File: config.mk
export PLATFORM = sky130hd
export DESIGN_NAME = bram_address_generator_2d
export DESIGN_NICKNAME = d
export VERILOG_FILES = /design/src/rtl/bram_address_generator_2d.sv
export SDC_FILE = /design/constraint.sdc
export NUM_CORES = 1
export LEC_CHECK = 0
export CAP_MARGIN = 20
export CELL_PAD_IN_SITES_DETAIL_PLACEMENT = 2
export CELL_PAD_IN_SITES_GLOBAL_PLACEMENT = 2
export CORE_ASPECT_RATIO = 0.8
export CORE_MARGIN = 2
export CORE_UTILIZATION = 31
export DETAILED_ROUTE_END_ITERATION = 10
export PLACE_DENSITY_LB_ADDON = 0.05
export SYNTH_ARGS = -nofsm -noshare
export SYNTH_HDL_FRONTEND = slang
export SYNTH_SLANG_ARGS = --single-unit
File: constraint.sdc
create_clock -name clk -period 10.2 [get_ports clk]
set_input_delay 2.04 -clock clk [delete_from_list [all_inputs] [get_ports clk]]
set_output_delay 2.04 -clock clk [all_outputs]
set_load 0.02 [all_outputs]
File: src/rtl/bram_address_generator_2d.sv
// bram_address_generator_2d: maps fixed-point box centres to clamped (channel, row, column) BRAM addresses.
// Three-stage valid/ready pipeline: multiply, shift+clamp, address compose.
module bram_address_generator_2d #(
    parameter int          COORD_WIDTH  = 16,
    parameter int          FRAC_BITS    = 8,
    parameter int          RECIP_FRAC   = 16,
    parameter int unsigned X_RECIP      = 2048,
    parameter int unsigned Y_RECIP      = 2048,
    parameter int          GRID_W       = 13,
    parameter int          GRID_H       = 13,
    parameter int          NUM_CHANNELS = 3,
    parameter int          ADDR_WIDTH   = 10,
    parameter int unsigned BASE_ADDR    = 0,
    localparam int         CH_WIDTH     = (NUM_CHANNELS > 1) ? $clog2(NUM_CHANNELS) : 1
) (
    input  logic                   clk,
    input  logic                   reset_n,
    input  logic [COORD_WIDTH-1:0] x_in,
    input  logic [COORD_WIDTH-1:0] y_in,
    input  logic [CH_WIDTH-1:0]    ch_in,
    input  logic                   in_valid,
    output logic                   in_ready,
    output logic [ADDR_WIDTH-1:0]  addr_out,
    output logic [COORD_WIDTH-1:0] x_idx_out,
    output logic [COORD_WIDTH-1:0] y_idx_out,
    output logic                   overflow_out,
    output logic                   out_valid,
    input  logic                   out_ready,
    output logic [15:0]            overflow_count
);
    localparam int PW = COORD_WIDTH + RECIP_FRAC + 1;
    localparam int SH = FRAC_BITS + RECIP_FRAC;
    localparam logic [PW-1:0] XR = PW'(X_RECIP);
    localparam logic [PW-1:0] YR = PW'(Y_RECIP);

    logic                   r1_valid, r2_valid, r3_valid;
    logic [PW-1:0]          r1_px, r1_py;
    logic [CH_WIDTH-1:0]    r1_ch, r2_ch;
    logic [COORD_WIDTH-1:0] r2_ix, r2_iy, r3_ix, r3_iy;
    logic                   r2_ovf, r3_ovf;
    logic [ADDR_WIDTH-1:0]  r3_addr;
    logic [15:0]            r_ovf_cnt;

    logic                   w_s1_load, w_s2_load, w_s3_load;
    logic [PW-1:0]          w_ix_full, w_iy_full;
    logic                   w_x_ovf, w_y_ovf, w_c_ovf;
    logic [COORD_WIDTH-1:0] w_ix, w_iy;
    logic [CH_WIDTH-1:0]    w_ch;
    logic [ADDR_WIDTH-1:0]  w_addr;

    // Each stage loads when empty or when its successor is loading this cycle.
    assign w_s3_load = !r3_valid || out_ready;
    assign w_s2_load = !r2_valid || w_s3_load;
    assign w_s1_load = !r1_valid || w_s2_load;
    assign in_ready  = reset_n && w_s1_load;

    always_comb begin
        w_ix_full = r1_px >> SH;
        w_iy_full = r1_py >> SH;
        w_x_ovf   = w_ix_full >= PW'(GRID_W);
        w_y_ovf   = w_iy_full >= PW'(GRID_H);
        w_c_ovf   = 32'(r1_ch) >= 32'(NUM_CHANNELS);
        w_ix      = w_x_ovf ? COORD_WIDTH'(GRID_W - 1) : w_ix_full[COORD_WIDTH-1:0];
        w_iy      = w_y_ovf ? COORD_WIDTH'(GRID_H - 1) : w_iy_full[COORD_WIDTH-1:0];
        w_ch      = w_c_ovf ? CH_WIDTH'(NUM_CHANNELS - 1) : r1_ch;
    end

    assign w_addr = ADDR_WIDTH'(BASE_ADDR + (32'(r2_ch) * 32'(GRID_H) + 32'(r2_iy)) * 32'(GRID_W) + 32'(r2_ix));

    always_ff @(posedge clk or negedge reset_n) begin
        if (!reset_n) begin
            r1_valid  <= 1'b0;
            r1_px     <= '0;
            r1_py     <= '0;
            r1_ch     <= '0;
            r2_valid  <= 1'b0;
            r2_ix     <= '0;
            r2_iy     <= '0;
            r2_ch     <= '0;
            r2_ovf    <= 1'b0;
            r3_valid  <= 1'b0;
            r3_addr   <= '0;
            r3_ix     <= '0;
            r3_iy     <= '0;
            r3_ovf    <= 1'b0;
            r_ovf_cnt <= '0;
        end else begin
            if (w_s1_load) begin
                r1_valid <= in_valid;
                r1_px    <= PW'(x_in) * XR;
                r1_py    <= PW'(y_in) * YR;
                r1_ch    <= ch_in;
            end
            if (w_s2_load) begin
                r2_valid <= r1_valid;
                r2_ix    <= w_ix;
                r2_iy    <= w_iy;
                r2_ch    <= w_ch;
                r2_ovf   <= w_x_ovf || w_y_ovf || w_c_ovf;
            end
            if (w_s3_load) begin
                r3_valid <= r2_valid;
                r3_addr  <= w_addr;
                r3_ix    <= r2_ix;
                r3_iy    <= r2_iy;
                r3_ovf   <= r2_ovf;
            end
            if (r3_valid && out_ready && r3_ovf && r_ovf_cnt != 16'hFFFF)
                r_ovf_cnt <= r_ovf_cnt + 16'd1;
        end
    end

    assign out_valid      = r3_valid;
    assign addr_out       = r3_addr;
    assign x_idx_out      = r3_ix;
    assign y_idx_out      = r3_iy;
    assign overflow_out   = r3_ovf;
    assign overflow_count = r_ovf_cnt;
endmodule

==> metrics.yaml <==
hold_violations: 0
end_kind: "output pin"
cap_violations: 0
cts.clk_slew.worst_paths_ns: 0.07
hold_start: "r1_valid"
syn_area_sq_um: 3140
coreArea_sq_um: 9730
p_leak_nw: 1.80
p_int_mw: 0.652
synth-simple-area-share_pct: 13.0
rsz0062_at_grt: "false"
post_cts_buffers: 0
cp_slowest_cell: "clkdlybuf4s50_1"
startpoint_type: "input pin"
fmax_ghz: 0.161
final_common_cell: "dfrtp_1"
ys_dominant_reg_cell: "dfrtp_1"
synthCells: 293
worst_clock_skew_ns: 0.00563
cp_top_family: "buffers and inverters"
ir_drop_mv: 0.0985
drt-pass1-iter-count: 4
dr_total_vias: 2156
reg2regPathDepth: 15
cts-root-buf: "clkbuf_16"
start_util_pct: 32.3
power.total_mw: 1.15
power_density_nw_per_um2: 303
synth_compound_area_share_pct: 7.18
grt_pass1_wl_mm: 11.8
synthXorXnorAreaFrac_pct: 6.42
min_period_ns: 6.20
slew_violations: 0
die-height_um: 94.0
via_per_inst: 4.49
status: "completed"
hold_buffers: 0
holdPathStages: 1
async_reset_ff_share_pct: 100
clk_latency_ns: 0.29
cts-buffers-inserted: 5
crit_required_ns: 8.16
synth_top_family_by_area: "adder cells"
clock_power_share_pct: 14.4
final_antenna_net_count: 0
critPathBufInv: 3
die_x_um: 116
io_buffers: 46
rows: 32
worst-setup-path-type: "input pin to output pin"
r2r_start: "r2_ch[0]"
drive_gt1_share_pct: 8.43
crit_path_max_incr_delay_ns: 0.53
dpl.hpwl_mm: 5.49
synth.lib_cells_used.distinct: 39
routed_wl_mm: 7.02
timing.critical_path.mode_cell: "clkdlybuf4s50_1"
routabilityCongestion: 0.728
grt_pass1_vias: 2236
tritoncts: "built"
antenna_found_initial: 0
cts.path.max_buffers: 2
synth-seq-area-share_pct: 42.3
cts.htree.levels: 2
post_drt_wl_per_cell_um: 14.6
pwr-share-seq_pct: 25.2
r2r_end: "addr_out[8]"
relSlewSlack_pct: 53.9
ys_seq_elements: 53
muxShareOfSynthArea_pct: 5.86
setup_violations: 0
reg2reg_slack_ns: 6.14
cts_sinks: 53
pwr-share-comb_pct: 60.3
overflow: 0
avgSynthCellArea_sq_um: 10.7
synth_edf_count: 0
synth_fa_ha_area_share_pct: 16.9
sw_frac_of_total_pct: 43.2
critPathMaxFanout: 21
layout_common_cells: "dfrtp_1, clkdlybuf4s50_1, nand2_1, ha_1, conb_1"
cts_resized: 0
io_pins: 99
tns_ns: 0
min_period_over_period_pct: 60.8
grt_usage_pct: 13.8
worstMarginPinSlew_ns: 0.692
grt_max_degree: 55
drt_iter0_markers: 56
min_to: "r2_valid"
area_growth_syn_to_layout_pct: 21.1
p_sw_mw: 0.497
antennaDiodeCount: 0
nNetsFinal: 421
cp.arrival_ns: 4.16
path_cells: "clkdlybuf4s50_1 -> nor2b_1 -> buf_4 -> nand3_1 -> and2_1 -> clkdlybuf4s50_1"
dieArea_sq_um: 10900
drcViolationCount: 0
synth_warnings: 0
hold_class: "flip-flop to flip-flop"
==> power groups by stage <==
stage	Sequential [mW]	Combinational (mW)	Clock (mW)
floorplan	0.326	0.457	0
finish	0.290	0.693	0.166
detailed placement	0.296	0.698	0
global placement	0.295	0.682	0
global route	0.297	0.799	0.182
CTS	0.292	0.711	0.173
==> cells in the mapped netlist, drive strengths merged, types with 2 or more instances <==
cell type | n | share of area [%]
xor2 | 11 | 3.1
nand2 | 40 | 4.8
a211oi | 2 | 0.48
o21ai | 12 | 1.9
nor2 | 9 | 1.2
inv | 12 | 1.4
nand2b | 8 | 1.6
nand3 | 8 | 1.3
xnor2 | 12 | 3.3
ha | 36 | 14
mux2 | 16 | 5.9
dfrtp | 53 | 42
and3 | 4 | 0.84
a21oi | 11 | 1.8
a21o | 4 | 0.96
fa | 4 | 2.6
nand4 | 6 | 1.7
nor3 | 2 | 0.48
buf | 29 | 6.7
o211ai | 3 | 0.72
==> worst reg2reg max path, stage by stage (launching register included) <==
cell and delay, ns:
dfrtp_1 0.42, ha_1 0.36, ha_1 0.31, a21o_1 0.18
a21oi_1 0.23, xor2_1 0.23, inv_1 0.09, ha_1 0.29
ha_1 0.30, ha_1 0.30, ha_1 0.37, a21oi_1 0.28
o211ai_1 0.15, o211ai_1 0.14, xor2_1 0.20, o21ai_1 0.08
==> how the worst max path moves through the flow <==
| stage | from | endpoint | cells past startpoint |
|---|---|---|---|
| after floorplan | out_ready | in_ready | 3 |
| after global placement | out_ready | in_ready | 6 |
| after detailed placement | out_ready | in_ready | 6 |
| after CTS | out_ready | in_ready | 6 |
| after global routing | out_ready | in_ready | 6 |
| final | out_ready | in_ready | 6 |
==> cell type report <==
type	instances	area, sq um
Timing Repair Buffer	48	470
Multi-Input combinational cell	223	1650
Sequential cell	53	1330
Inverter	12	45.0
Clock inverter	1	7.51
Clock buffer	7	133
Tap cell	136	170
Fill cell	1079	5930
==> state kept, by name, summed over array words and instances, names as in the netlist <==
register / cells
r2_ix: 3
r2_ovf: 1
r1_ch: 2
addr_out: 10
r1_px: 3
r1_valid: 1
out_valid: 1
r2_ch: 2
overflow_count: 16
r1_py: 3
x_idx_out: 3
r2_valid: 1
r2_iy: 3
overflow_out: 1
y_idx_out: 3
==> metrics by stage <==
stage / hold slack (ns) / setup WS, ns / instance area (sq um) / std cells / utilization (%)
detailed placement: 0.451 / 3.96 / 3660 / 472 / 37.6
CTS: 0.477 / 3.92 / 3800 / 480 / 39.0
floorplan: 0.436 / 5.37 / 3230 / 318 / -
finish: 0.470 / 4.00 / 3800 / 480 / 39.0
global placement: 0.444 / 4.01 / 3660 / 472 / 37.6
global route: 0.506 / 3.83 / 3800 / 480 / 39.0
==> routing by layer <==
| metal | vias to the layer above | GRT usage (%) | part of all wire (%) |
|---|---|---|---|
| met4 | 0 | 3.17 | 0.76 |
| met3 | 4 | 3.10 | 4.4 |
| met1 | 1053 | 19.6 | 51 |
| met2 | 54 | 21.4 | 44 |
| met5 | - | 0 | 0 |
| li1 | 1045 | - | - |
==> kinds of logic (layout without fill, tap and decap cells) <==
kind of cell             Yosys count  count (layout)
multiplexers                      16              16
AND/OR/NAND/NOR                   82              82
other                              1              26
buffers and inverters             42              68
flip-flops                        53              53
adder cells (fa/ha/maj)           40              40
XOR/XNOR                          23              23
AO/OA/AOI/OAI                     36              36
(Power assumes the default switching activity.)
